### src/rtl/router_pkg.sv
// Constants shared by the router register stage, controller FSM and per-port FIFOs.
// Header byte layout: destination address in [1:0], payload length in [7:2].
package router_pkg;

    localparam int ROUTER_FIFO_DEPTH = 16;
    localparam int ROUTER_DATA_W     = 8;
    localparam int ROUTER_PTR_W      = $clog2(ROUTER_FIFO_DEPTH) + 1;

    localparam int HDR_ADDR_LSB = 0;
    localparam int HDR_ADDR_MSB = 1;
    localparam int HDR_LEN_LSB  = 2;
    localparam int HDR_LEN_MSB  = 7;

    // FIFO entries are one bit wider than a byte; the extra bit marks a header
    localparam int HDR_TAG_BIT = ROUTER_DATA_W;

    typedef struct packed {
        logic [HDR_LEN_MSB-HDR_LEN_LSB:0]   len;
        logic [HDR_ADDR_MSB-HDR_ADDR_LSB:0] addr;
    } hdr_t;

endpackage

### src/rtl/router_fifo_if.sv
// Write/read/flush port of one router output FIFO; master is the router core side.
interface router_fifo_if #(
    parameter int WIDTH = router_pkg::ROUTER_DATA_W
);
    logic             soft_reset;
    logic             write_enb;
    logic             read_enb;
    logic             lfd_state;
    logic [WIDTH-1:0] data_in;
    logic [WIDTH-1:0] data_out;
    logic             full;
    logic             empty;

    modport master (
        output soft_reset, write_enb, read_enb, lfd_state, data_in,
        input  data_out, full, empty
    );

    modport slave (
        input  soft_reset, write_enb, read_enb, lfd_state, data_in,
        output data_out, full, empty
    );
endinterface

### src/rtl/router_fifo.sv
// Per-port packet FIFO: data_out valid 1 cycle after a read, returns to 0 after a packet's parity.
// Writes while full and reads while empty are dropped; no other backpressure.
module router_fifo
    import router_pkg::*;
#(
    parameter int DEPTH = ROUTER_FIFO_DEPTH,
    parameter int WIDTH = ROUTER_DATA_W
) (
    input  logic          clock,
    input  logic          reset,
    router_fifo_if.slave  bus
);

    localparam int AW = $clog2(DEPTH);
    localparam int PW = AW + 1;
    localparam logic [PW-1:0]    PTR_ONE = PW'(1);
    localparam logic [WIDTH-2:0] CNT_ONE = (WIDTH-1)'(1);

    logic [WIDTH:0]   mem [DEPTH];
    logic [PW-1:0]    wr_ptr;
    logic [PW-1:0]    rd_ptr;
    logic [WIDTH-2:0] pkt_cnt;
    logic [WIDTH-1:0] data_q;

    logic             full;
    logic             empty;
    logic             do_wr;
    logic             do_rd;
    logic [WIDTH:0]   rd_entry;
    logic [WIDTH-2:0] hdr_cnt;

    assign full  = (wr_ptr[AW] != rd_ptr[AW]) && (wr_ptr[AW-1:0] == rd_ptr[AW-1:0]);
    assign empty = (wr_ptr == rd_ptr);
    assign do_wr = bus.write_enb && !full;
    assign do_rd = bus.read_enb && !empty;

    assign rd_entry = mem[rd_ptr[AW-1:0]];
    // Header length counts payload bytes; +1 also covers the trailing parity byte
    assign hdr_cnt  = {1'b0, rd_entry[WIDTH-1:HDR_LEN_LSB]} + CNT_ONE;

    assign bus.full     = full;
    assign bus.empty    = empty;
    assign bus.data_out = data_q;

    always_ff @(posedge clock) begin
        if (do_wr && !bus.soft_reset) begin
            mem[wr_ptr[AW-1:0]] <= {bus.lfd_state, bus.data_in};
        end
    end

    always_ff @(posedge clock or posedge reset) begin
        if (reset) begin
            wr_ptr  <= '0;
            rd_ptr  <= '0;
            pkt_cnt <= '0;
            data_q  <= '0;
        end else if (bus.soft_reset) begin
            wr_ptr  <= '0;
            rd_ptr  <= '0;
            pkt_cnt <= '0;
            data_q  <= '0;
        end else begin
            if (do_wr) begin
                wr_ptr <= wr_ptr + PTR_ONE;
            end
            if (do_rd) begin
                rd_ptr <= rd_ptr + PTR_ONE;
                data_q <= rd_entry[WIDTH-1:0];
                if (rd_entry[WIDTH]) begin
                    pkt_cnt <= hdr_cnt;
                end else if (pkt_cnt != '0) begin
                    pkt_cnt <= pkt_cnt - CNT_ONE;
                end
            end else if (pkt_cnt == '0) begin
                // Packet fully drained: idle the output bus at zero
                data_q <= '0;
            end
        end
    end

endmodule
### src/flat_wrapper.sv
// flat-port wrapper written by rule: the top's interface ports become plain ports
module router_fifo_flat import router_pkg::*;
#(
    parameter int DEPTH = ROUTER_FIFO_DEPTH,
    parameter int WIDTH = ROUTER_DATA_W
)
  (clock, reset, bus_soft_reset, bus_write_enb, bus_read_enb, bus_lfd_state, bus_data_in, bus_data_out, bus_full, bus_empty);
  router_fifo_if #(.WIDTH(WIDTH)) bus_i ();
  input  logic clock;
  input  logic reset;
  input wire logic [$bits(bus_i.soft_reset)-1:0] bus_soft_reset;
  input wire logic [$bits(bus_i.write_enb)-1:0] bus_write_enb;
  input wire logic [$bits(bus_i.read_enb)-1:0] bus_read_enb;
  input wire logic [$bits(bus_i.lfd_state)-1:0] bus_lfd_state;
  input wire logic [$bits(bus_i.data_in)-1:0] bus_data_in;
  output wire logic [$bits(bus_i.data_out)-1:0] bus_data_out;
  output wire logic [$bits(bus_i.full)-1:0] bus_full;
  output wire logic [$bits(bus_i.empty)-1:0] bus_empty;
  assign bus_i.soft_reset = bus_soft_reset;
  assign bus_i.write_enb = bus_write_enb;
  assign bus_i.read_enb = bus_read_enb;
  assign bus_i.lfd_state = bus_lfd_state;
  assign bus_i.data_in = bus_data_in;
  assign bus_data_out = bus_i.data_out;
  assign bus_full = bus_i.full;
  assign bus_empty = bus_i.empty;
  router_fifo #(.DEPTH(DEPTH), .WIDTH(WIDTH)) u_core (.clock(clock), .reset(reset), .bus(bus_i));
endmodule
### config.mk
export PLATFORM = sky130hd
export DESIGN_NAME = router_fifo_flat
export DESIGN_NICKNAME = d
export VERILOG_FILES = /design/src/rtl/router_pkg.sv /design/src/rtl/router_fifo_if.sv /design/src/rtl/router_fifo.sv /design/src/flat_wrapper.sv
export SDC_FILE = /design/constraint.sdc
export NUM_CORES = 1
export LEC_CHECK = 0
export ABC_AREA = 1
export CAP_MARGIN = 20
export CORE_ASPECT_RATIO = 0.6
export CORE_MARGIN = 1
export CORE_UTILIZATION = 59
export DETAILED_ROUTE_END_ITERATION = 7
export PLACE_DENSITY = 0.86
export SLEW_MARGIN = 10
export SYNTH_ARGS = -nofsm -noshare
export SYNTH_HDL_FRONTEND = slang
export SYNTH_SLANG_ARGS = --single-unit
### constraint.sdc
create_clock -name clock -period 5.38 [get_ports clock]
set_input_delay 1.076 -clock clock [delete_from_list [all_inputs] [get_ports clock]]
set_output_delay 1.076 -clock clock [all_outputs]
set_load 0.02 [all_outputs]
=== Word-level counts from Yosys, hierarchy flattened ===
Memory sizes are Yosys's and may differ from the RTL's.
Cells that the tools add are included.

* $add $sub $neg: 4
* Mux-type cells: 13
* Reduce and logical (&&, ||, !) cells: 14
* Eq/ne operators: 3

{| class="wikitable"
|+ Operator list
! kind !! count
|-
| $mux 7 || 4
|-
| $mux 8 || 3
|-
| $mux 5 || 4
|-
| $add 5x1->5 const B || 2
|-
| $add 6x1->7 const B || 1
|-
| $logic_not 7->1 || 1
|-
| $reduce_bool 7->1 || 1
|-
| $sub 7x1->7 const B || 1
|-
| $reduce_bool 3->1 || 2
|-
| $eq 5x5->1 || 1
|-
| $eq 4x4->1 || 1
|-
| $logic_and 1x1->1 || 4
|-
| $reduce_bool 2->1 || 2
|-
| $logic_not 1->1 || 3
|-
| $mux 1 || 2
|-
| $reduce_and 2->1 || 1
|-
| $ne 1x1->1 || 1
|}

* Output and inout port bits: 10
* Flip-flop bits (word level): 25
* Logic and storage cells: 39
* Bits in writable memories: 144
* Memories: 1

{| class="wikitable"
|+ Memories
! memory !! words !! bits a word !! rd ports !! clocked after memory_dff !! wr ports !! line !! RTL
|-
| u_core.mem || 16 || 9 || 1 || 0 || 1 || router_fifo.sv:19 || <nowiki>logic [WIDTH:0] mem [DEPTH];</nowiki>
|}

=== Longest topological paths before layout ===
* Depth in word-level cells: 7
* Gate-level depth with buffers: 18
* Depth with buffers taken out: 16

=== Worst setup path after synthesis ===
OpenSTA, ideal clock, no wires.

* Path kind: flip-flop to output port
* From: register u_core.rd_ptr[0]
* To: output port bus_full
* Buffers on the path: 2
* Slack: 2.966 ns
* Cell stages (with the launch flop): 8
* Arrival: 1.338 ns
* Cell sequence: dfrtp_1 buf_6 buf_6 xor2_1 nor2_2 nand2_1 or2_4 inv_1

* Cells in the longest elaborated chain, start to end: 2

{| class="wikitable"
|+ RTL lines
! item !! line !! RTL
|-
| from (decl) || router_fifo.sv:21 || <nowiki>logic [PW-1:0] rd_ptr;</nowiki>
|-
| from (signal assigned) || router_fifo.sv:67 || <nowiki>rd_ptr <= rd_ptr + PTR_ONE;</nowiki>
|-
| $eq 4x4->1 || router_fifo.sv:32 || <nowiki>assign full = (wr_ptr[AW] != rd_ptr[AW]) && (wr_ptr[AW-1:0] == rd_ptr[AW-1:0]);</nowiki>
|-
| $logic_and 1x1->1 || router_fifo.sv:32 ||
|-
| to (decl) || flat_wrapper.sv:17 || <nowiki>output wire logic [$bits(bus_i.full)-1:0] bus_full;</nowiki>
|}

No other way between the ends.

=== Worst setup path in the final report ===
Ends and elaborated chain as after synthesis.

==> impl_metrics.env <==
export IMPL_cts_resized=0
export IMPL_yosysUniqueCellTypes=39
export IMPL_grtUsageTotal_pct=29.4
export IMPL_ys_warn_count=0
export IMPL_drive_above_1_share_pct=9.19
export IMPL_worstSkewPairLatency_ps=440
export IMPL_die_x_um=149
export IMPL_seq_area_um2=4950
export IMPL_start_util_pct=61.8
export IMPL_cts_path_max_buffers=2
export IMPL_placedCellCount=893
export IMPL_status="finished clean"
export IMPL_wl_per_cell_um=19.6
export IMPL_fin_crit_ps=3670
export IMPL_hold_violations=0
export IMPL_final_util_pct=68.9
export IMPL_final_nets=770
export IMPL_ys_ff_latch=169
export IMPL_vdd_drop_max_mv=0.257
export IMPL_numPortBuffers=23
export IMPL_critPathRequiredTime_ps=4300
export IMPL_layout_commonest_cell="nand2_1"
export IMPL_worstMarginPinSlew_ps=953
export IMPL_crit_fanout=41
export IMPL_final_setup_skew_ps=10.0
export IMPL_cts_clk_slew_worst_paths_ps=70
export IMPL_via_count=5484
export IMPL_gr_total_overflow=0
export IMPL_area_delta_synth_final_pct=11.4
export IMPL_drc=0
export IMPL_crit_chain="xor2_1 -> nor2_2 -> nand2_1 -> or2_4 -> inv_1 -> clkdlybuf4s50_1"
export IMPL_netlist_top_cells_area="edfxtp_1 57%, nand2_1 11%, dfrtp_1 8.2%"
export IMPL_setup_tns_ps=0
export IMPL_stdcell_count=927
export IMPL_ioPinCount=24
export IMPL_wirelength_um=18200
export IMPL_htreeDepth=4
export IMPL_hp_class="reg2reg"
export IMPL_clock_fmax_ghz=0.272
export IMPL_critPathKind="reg2out"
export IMPL_cts_setup_buffers=0
export IMPL_num_rows=31
export IMPL_antenna_cells=0
export IMPL_grt_pass1_vias=5032
export IMPL_synth_fp_nets=751
export IMPL_syn_area_per_cell_um2=10.4
export IMPL_rsz0062_at_grt="false"
export IMPL_grt_max_degree=73
export IMPL_viasPerCell=5.92
export IMPL_antenna_found_initial=0
export IMPL_first_pass_iters=6
export IMPL_syn_area_um2=7600
export IMPL_drtIter0Drc=1021
export IMPL_cts_tree="done"
export IMPL_ctsRootBufferMaster="clkbuf_16"
export IMPL_multi_input_area_um2=2140
export IMPL_crit_path_max_incr_delay_ps=870
export IMPL_synth_top_area_share_pct=56.9
export IMPL_power_leakage_nw=3.43
export IMPL_layout_common_cells="214 x nand2_1, 144 x edfxtp_1, 73 x inv_1, 62 x nor2_1, 48 x nand3_1"
export IMPL_slew_viol_final=0
export IMPL_grt_pass1_wl_um=28200
export IMPL_postRouteAntennaNets=0
export IMPL_cts_inserted_buffers=17
export IMPL_cts_sinks=169
export IMPL_cp_buffers_inverters=2
export IMPL_slew_headroom_pct=36.3
export IMPL_yosys_area_top_type="edfxtp_1"
export IMPL_setup_viol=0
export IMPL_core_um2=12300
export IMPL_cp_slowest_cell="dfrtp_2"
export IMPL_ys_seq_area_share_pct=65.1
export IMPL_finalPower_w=0.00327
export IMPL_cts_hold_buf=0
export IMPL_dieArea_um2=13400
export IMPL_p_per_area_nw_per_um2=387
export IMPL_hpwl_um=11700
export IMPL_syn_inst=730
export IMPL_die_h_um=89.9
export IMPL_end_kind="output pin"
export IMPL_fillCellCount=833
export IMPL_cp_start_kind="register"
export IMPL_place_congestion=0.963
export IMPL_critPathArrivalTime_ps=2600
export IMPL_cap_violations=0
export IMPL_holdWs_ps=505
export IMPL_min_period_over_period_pct=68.2
export IMPL_crit_family="flip-flops"
power breakdown:
| part | internal, W | switching (W) |
|---|---|---|
| sequential | 0.00146 | 0.0000466 |
| clock | 0.000619 | 0.000581 |
| combinational | 0.000185 | 0.000383 |
| total | 0.00226 | 0.00101 |
stage by stage:
| step | area [µm²] | setup WS (ps) |
|---|---|---|
| after floorplan | 7600 | 2970 |
| after global placement | 7850 | 2140 |
| after detailed placement | 7850 | 2060 |
| after CTS | 8430 | 1740 |
| after global routing | 8470 | 1610 |
| final | 8470 | 1710 |
worst register-to-register path, cell delays in order (launching register included):
cell	delay [ps]
dfrtp_2	870
inv_4	480
nand2_1	180
nand3_1	110
nand3_1	210
nand3_1	100
nand2_1	160
ha_1	220
a21boi_1	210
o21ai_0	120
o211ai_1	130
nand2_1	100
synth_stat cells (all sizes together):
library cell and instances:
a21boi 1, xnor2 1, nand4 3, nand2 221
inv 81, clkinv 1, a22oi 3, or2 3
xor2 5, buf 28, o21a 1, ha 7
o21bai 2, nor2 69, o22ai 6, edfxtp 144
a32o 3, nor3 7, a21oi 20, o21ai 43
o211ai 3, o311ai 2, nand3 51, dfrtp 25
layout make-up:
| class | count | area share (%) |
|---|---|---|
| multi-input cells | 451 | 25.2 |
| repair buffers | 28 | 3.37 |
| well taps | 165 | 2.44 |
| clock inverters | 15 | 1.79 |
| clock buffers | 17 | 5.03 |
| flip-flops and latches | 169 | 58.5 |
| inverters | 82 | 3.67 |
metal layers:
| metal | vias to the layer above | wire, µm | GRT usage (%) |
|---|---|---|---|
| met5 | - | 0 | 0 |
| met4 | 0 | 308 | 6.96 |
| met3 | 41 | 2460 | 12.0 |
| met2 | 379 | 7820 | 40.6 |
| met1 | 2596 | 7640 | 43.4 |
| li1 | 2468 | - | - |
kinds of logic after synthesis:
| family | count (synthesis) | share of synthesized area [%] |
|---|---|---|
| and+or+nand+nor | 354 | 19.8 |
| DFF | 169 | 65.1 |
| AOI/OAI and AO/OA | 84 | 6.40 |
| adders and majority gates | 7 | 1.15 |
| xor gates and xnor gates | 6 | 0.691 |
| buffers and inverters | 110 | 6.86 |
final timing paths:
check / start / to / slack (ps) / cells past startpoint
worst max-delay path: u_core.rd_ptr[0] / bus_full / 1710 / 6
worst max register to register: u_core.rd_ptr[0] / u_core.pkt_cnt[2] / 2370 / 11
worst min register to register: u_core.pkt_cnt[0] / u_core.pkt_cnt[0] / 500 / 2
min in group asynchronous: reset / u_core.wr_ptr[1] / 900 / 2
worst min-delay path: u_core.pkt_cnt[0] / u_core.pkt_cnt[0] / 500 / 2
max in group asynchronous: reset / u_core.bus.data_out[4] / 4060 / 3
state kept, by name, summed over array words and instances (netlist names):
signal,cells
u_core.wr_ptr,5
u_core.rd_ptr,5
u_core.mem,144
u_core.bus.data_out,8
u_core.pkt_cnt,7
No activity file was read; power rests on OpenSTA's default activity.
